===== config.mk =====
export PLATFORM = sky130hd
export DESIGN_NAME = fifo_uart_tx
export DESIGN_NICKNAME = d
export VERILOG_FILES = /design/src/rtl/fifo_uart_tx.sv
export SDC_FILE = /design/constraint.sdc
export NUM_CORES = 1
export LEC_CHECK = 0
export ABC_CLOCK_PERIOD_IN_PS = 1600
export BUFFER_PORTS_ARGS = -buffer_cell sky130_fd_sc_hd__buf_2
export CAP_MARGIN = 20
export CORE_MARGIN = 1
export CORE_UTILIZATION = 53
export CTS_CLUSTER_SIZE = 10
export DETAILED_ROUTE_END_ITERATION = 10
export PLACE_DENSITY = 0.85
export SLEW_MARGIN = 20
export SYNTH_ARGS = -nofsm -noshare
export SYNTH_HDL_FRONTEND = slang
export SYNTH_SLANG_ARGS = --single-unit

===== constraint.sdc =====
create_clock -name clk -period 1.6 [get_ports clk]
set_input_delay 0.32 -clock clk [delete_from_list [all_inputs] [get_ports clk]]
set_output_delay 0.32 -clock clk [all_outputs]
set_load 0.03 [all_outputs]

===== src/rtl/fifo_uart_tx.sv =====
// UART transmitter that drains bytes from an 8-bit synchronous FIFO read port.
// Frame format: 1 start bit, 8 data bits LSB first, no parity, STOP_BITS stop bits.
module fifo_uart_tx #(
    parameter int CLKS_PER_BIT = 868,
    parameter int STOP_BITS    = 1
) (
    input  logic       clk,
    input  logic       rst,
    input  logic       en,
    input  logic       fifo_empty,
    input  logic [7:0] fifo_data,
    output logic       fifo_rd_en,
    output logic       tx,
    output logic       busy,
    output logic       frame_done
);

    typedef enum logic [2:0] {
        IDLE,
        FETCH,
        START,
        DATA,
        STOP
    } state_t;

    localparam logic [15:0] BIT_LAST  = 16'(CLKS_PER_BIT - 1);
    localparam logic [2:0]  STOP_LAST = 3'(STOP_BITS - 1);

    state_t      state, state_n;
    logic [15:0] baud_cnt, baud_cnt_n;
    logic [2:0]  bit_idx, bit_idx_n;
    logic [7:0]  shift, shift_n;
    logic        tx_q, tx_n;
    logic        bit_end;

    assign bit_end = (baud_cnt == BIT_LAST);

    // NOTE: sequential state uses non-blocking assignments only, so every register
    // samples the pre-edge values of its peers regardless of statement order.
    always_ff @(posedge clk or posedge rst) begin
        if (rst) begin
            state    <= IDLE;
            baud_cnt <= '0;
            bit_idx  <= '0;
            shift    <= '0;
            tx_q     <= 1'b1;
        end else begin
            state    <= state_n;
            baud_cnt <= baud_cnt_n;
            bit_idx  <= bit_idx_n;
            shift    <= shift_n;
            tx_q     <= tx_n;
        end
    end

    // NOTE: every output of this block gets a default before the case statement,
    // so no path leaves a signal unassigned and no latch is inferred.
    always_comb begin
        state_n    = state;
        baud_cnt_n = baud_cnt;
        bit_idx_n  = bit_idx;
        shift_n    = shift;
        fifo_rd_en = 1'b0;
        frame_done = 1'b0;

        unique case (state)
            IDLE: begin
                // Gated by rst so the FIFO is never popped while the block is held in reset.
                fifo_rd_en = en & ~fifo_empty & ~rst;
                baud_cnt_n = '0;
                bit_idx_n  = '0;
                if (fifo_rd_en) state_n = FETCH;
            end
            FETCH: begin
                shift_n    = fifo_data;
                baud_cnt_n = '0;
                state_n    = START;
            end
            START: begin
                if (bit_end) begin
                    baud_cnt_n = '0;
                    bit_idx_n  = '0;
                    state_n    = DATA;
                end else begin
                    baud_cnt_n = baud_cnt + 16'd1;
                end
            end
            DATA: begin
                if (bit_end) begin
                    baud_cnt_n = '0;
                    shift_n    = {1'b0, shift[7:1]};
                    if (bit_idx == 3'd7) begin
                        bit_idx_n = '0;
                        state_n   = STOP;
                    end else begin
                        bit_idx_n = bit_idx + 3'd1;
                    end
                end else begin
                    baud_cnt_n = baud_cnt + 16'd1;
                end
            end
            STOP: begin
                // bit_idx is reused to count stop bits.
                if (bit_end) begin
                    baud_cnt_n = '0;
                    if (bit_idx == STOP_LAST) begin
                        frame_done = 1'b1;
                        bit_idx_n  = '0;
                        state_n    = IDLE;
                    end else begin
                        bit_idx_n = bit_idx + 3'd1;
                    end
                end else begin
                    baud_cnt_n = baud_cnt + 16'd1;
                end
            end
            default: state_n = IDLE;
        endcase

        // The line level is decided from the next state so the tx register tracks the FSM exactly.
        unique case (state_n)
            START:   tx_n = 1'b0;
            DATA:    tx_n = shift_n[0];
            default: tx_n = 1'b1;
        endcase
    end

    assign tx   = tx_q;
    assign busy = (state != IDLE);

endmodule


==> impl_summary.txt <==
----------------------------------------------------
[Logic synthesis]
  Cell accounting for the most synthesized area ... sky130_fd_sc_hd__dfrtp_1
  Post-synthesis instance area ... about 1800 um2
  Dominant cell by count in the synthesized netlist ... sky130_fd_sc_hd__dfrtp_1
  Number of different library cells in the post-synthesis netlist ... 48
  Count of state elements after synthesis ... 31
  Portion of the post-synthesis area used by sequential elements ... 0.4395
  Cell types with the highest counts after synthesis ... 30 x sky130_fd_sc_hd__dfrtp_1, 25 x sky130_fd_sc_hd__nor2_1, 19 x sky130_fd_sc_hd__nand2_1
  Total nets after synthesis ... 200
  Synth area leaders ... sky130_fd_sc_hd__dfrtp_1 42%, sky130_fd_sc_hd__nor2_1 5.3%, sky130_fd_sc_hd__nand2_1 4.0%
  Syn. warnings ... 0
  Number of cells produced by synthesis ... between 150 and 200
  Post-synth EDFFs ... 0
  Commonest register cell after synthesis ... sky130_fd_sc_hd__dfrtp_1
  Proportion of synthesized flip-flops having asynchronous set or reset ... 1.000
  Top-area cell type share of the netlist area ... 0.4246
  Avg Inst Size Synth ... between 9 and 10 um2

[Critical path]
  Reg-to-reg setup timing slack ... -0.55 ns
  Worst endpoint data arrival time ... ~1.9 ns
  Kind of cell with the highest combined delay on the critical path ... simple AND/OR/NAND/NOR gates
  Path depth of the worst reg2reg path ... 7
  Top fanout value on the critical path ... 2
  Cell repeated most along the worst path ... sky130_fd_sc_hd__buf_6
  End of the worst register-to-register path ... shift[5]
  Number of buffer and inverter instances along the worst setup path ... 2
  Critical path's largest stage delay ... around 0.46 ns
  Crit-path slowest cell ... sky130_fd_sc_hd__nor4_2
  Data required time at the worst endpoint ... roughly 1.3 ns
  Path type of the worst setup path ... flip-flop to output port
  Worst r2r src ... baud_cnt[14]
  Kind of launch point of the worst setup path ... flip-flop
  Element type at the critical path end ... output port
  Cell chain of the critical path ... nor4_2 -> nand4_2 -> buf_6 -> nor3_4 -> buf_6

[Cells and area]
  Sequential cell area in the final layout ... 779.5 um2
  Area added between synthesis and finish ... 58.74%
  # nets final ... 275
  Proportion of layout cells with a drive suffix above 1 ... 0.5462
  Area of combinational cells with multiple inputs ... roughly 1200 um2
  Layout filler cell count ... 133
  N_diodes ... 0
  Final Non-Filler Cells ... around 300
  Post-route cell area ... roughly 2800 um2

[Global route]
  Number of antenna violations at the first check in global routing ... 0
  Aggregate global routing overflow ... 0
  Wire length of the first global-routing pass ... about 8400 um
  Number of global-route vias before repair ... around 1,800
  Largest net degree at the start of global routing ... 32
  Global-route usage over all layers ... 0.3281

[Drt]
  Average vias per placed instance ... 6.211
  Count of routing violations after the opening detailed-route iteration ... roughly 190
  Total routed wirelength ... 6604 um
  Number of detailed-route iterations in the first pass ... 7
  Average wire per cell in the routed design ... 21.72 um
  Total DRC errors in the routed layout ... 0
  Number of antenna-violating nets in the routed design ... 0
  Detailed-route via count ... 1,888

[Timing]
  Final number of max-transition violations ... 0
  Number of setup violations in the final report ... 33
  Time the final worst path needs with I/O delays and setup ... roughly 2.2 ns
  Relative slew margins ... 0.6919
  Upper clock frequency limit ... between 400 and 500 MHz
  Final Hold Fails ... 0
  Worst setup margin ... -0.6112 ns
  Share of the clock period used by the worst path after layout ... 1.382
  Largest clock skew in the final design ... about 0.007 ns
  Transition at the pin with the smallest max-transition slack ... about 0.46 ns
  RSZ-0062 raised after global routing ... yes

[Run status]
  Run status ... complete, but fails checks
  Violations in the final reports ... setup timing

[Clock tree]
  TritonCTS clock tree ... built
  Worst skew pair latency ... ~0.34 ns
  Number of buffers on the longest clock path ... 2
  Number of hold-repair buffers added at the cts stage ... 0
  CTS clock-pin slew for the worst setup and hold paths ... between 0.1 and 0.15 ns
  Number of H-tree branching levels ... 2
  Number of sinks handled by clock tree synthesis ... 31
  Number of buffers added by the clock tree synthesis step ... 5
  Root buffer selected by CTS ... sky130_fd_sc_hd__clkbuf_4

[Placed design]
  Placed standard-cell area ... approximately 2200 um2
  Count of port buffers added during placement ... 15
  Worst setup timing slack at the placement stage ... -0.2433 ns
  Global placer's final weighted congestion ... between 0.8 and 0.9
  HPWL reported at the end of detailed placement ... 3095 um
  Placed Cells ... 280

[Floorplanning]
  Core Footprint ... 3103 um2
  Width of the chip ... 59.76 um
  Starting utilization of the core area ... 0.5698
  Height of the die ... about 60 um
  Area of the die ... 3571 um2
  Number of ports placed on the die boundary ... 16
  Number of core rows ... 20

[Power]
  Peak supply drop ... a little under 0.0008 V
  Leakage component of the power ... 0.001282 uW
  Power per Cell Area ... between 1000 and 1500 nW/um2

[Worst hold path]
  Hold WC Path Type ... primary input to asynchronous set/reset pin

[Flow run]
  Max-cap viol count ... 0

----------------------------------------------------
-- kinds of logic after synthesis --
group	count (synthesis)	synth area share
XOR/XNOR	10	0.04954
multiplexers	5	0.02902
buffers and inverters	18	0.04388
flip-flops	31	0.4395
adder cells (fa/ha/maj)	5	0.03397
AO/OA/AOI/OAI	29	0.1380
AND/OR/NAND/NOR	86	0.2661
-- layer usage --
| layer | track usage | routed length [um] |
|---|---|---|
| met1 | 0.3543 | 2304 |
| met2 | 0.5825 | 3555 |
| met3 | 0.08225 | 344 |
| met4 | 0.1794 | 400 |
| met5 | 0 | 0 |
-- cells in the final DEF, fill, tap and decap left out, types with 3 or more instances in the layout --
master | synthesis | routed
sky130_fd_sc_hd__a21oi_1 | 5 | 4
sky130_fd_sc_hd__a222oi_1 | 6 | 6
sky130_fd_sc_hd__and4_4 | 0 | 3
sky130_fd_sc_hd__buf_2 | 2 | 12
sky130_fd_sc_hd__buf_4 | 0 | 43
sky130_fd_sc_hd__buf_6 | 1 | 17
sky130_fd_sc_hd__clkbuf_4 | 0 | 5
sky130_fd_sc_hd__dfrtp_1 | 30 | 28
sky130_fd_sc_hd__ha_1 | 4 | 3
sky130_fd_sc_hd__inv_1 | 12 | 11
sky130_fd_sc_hd__mux2i_1 | 4 | 4
sky130_fd_sc_hd__nand2_1 | 19 | 17
sky130_fd_sc_hd__nand3_1 | 8 | 6
sky130_fd_sc_hd__nor2_1 | 25 | 10
sky130_fd_sc_hd__nor2_4 | 1 | 14
sky130_fd_sc_hd__nor2b_1 | 4 | 4
sky130_fd_sc_hd__nor3_2 | 0 | 4
sky130_fd_sc_hd__nor3_4 | 0 | 3
sky130_fd_sc_hd__o21ai_1 | 1 | 3
sky130_fd_sc_hd__xnor2_1 | 4 | 3
sky130_fd_sc_hd__xor2_1 | 6 | 3
sky130_fd_sc_hd__xor2_2 | 0 | 3
-- state kept, by name (all words and copies together), names as in the netlist --
name	count
baud_cnt	16
bit_idx	3
shift	8
state	3
tx	1
-- cell type report --
type                       instances  area share
timing repair buffer              74      0.2189
sequential                        31      0.2778
clock buffer                       6     0.01828
clock inverter                     2     0.01248
inverter                          12     0.01605
tap                               44     0.01962
multi-input combinational        135      0.4369
-- stage by stage --
step | TNS, ns | total power, uW | util | hold slack (ns)
after floorplan | -1.146 | 1771 | - | 0.4228
after global placement | -3.066 | 2145 | 0.7190 | 0.4317
after detailed placement | -3.850 | 2199 | 0.7190 | 0.4272
after CTS | -4.980 | 3024 | 0.8282 | 0.06722
after global routing | -15.14 | 3561 | 0.9044 | 0.1299
final | -10.11 | 3447 | 0.9044 | 0.06931
-- how the worst max path moves through the flow --
| stage | depth (start not counted) | from | slack (ns) | to |
|---|---|---|---|---|
| 6_report | 5 | baud_cnt[14] | -0.61 | frame_done |
| 2_1_floorplan | 7 | baud_cnt[0] | -0.13 | shift[1] |
| 5_1_grt | 5 | baud_cnt[13] | -0.78 | frame_done |
| 3_3_place_gp | 7 | baud_cnt[0] | -0.21 | shift[1] |
| 3_5_place_dp | 7 | baud_cnt[0] | -0.24 | shift[4] |
| 4_1_cts | 6 | baud_cnt[1] | -0.44 | frame_done |
-- tightest hold or removal path: stages --
cell	delay, ns
sky130_fd_sc_hd__buf_2	0.10
sky130_fd_sc_hd__inv_1	0.05
sky130_fd_sc_hd__buf_4	0.36
-- report_power, final --
part / switching (uW) / internal, uW
registers: 223 / 1010
clock network: 306 / 369
logic: 778 / 756
total: 1310 / 2140
-- timing repair --
action                                 CTS  global route
endpoints found under the hold margin    0             0
gates resized for setup                 44            47
setup buffers                           15             3
setup endpoints to repair               32            33
pin swaps                               29            24
No activity file was read; power rests on OpenSTA's default activity.
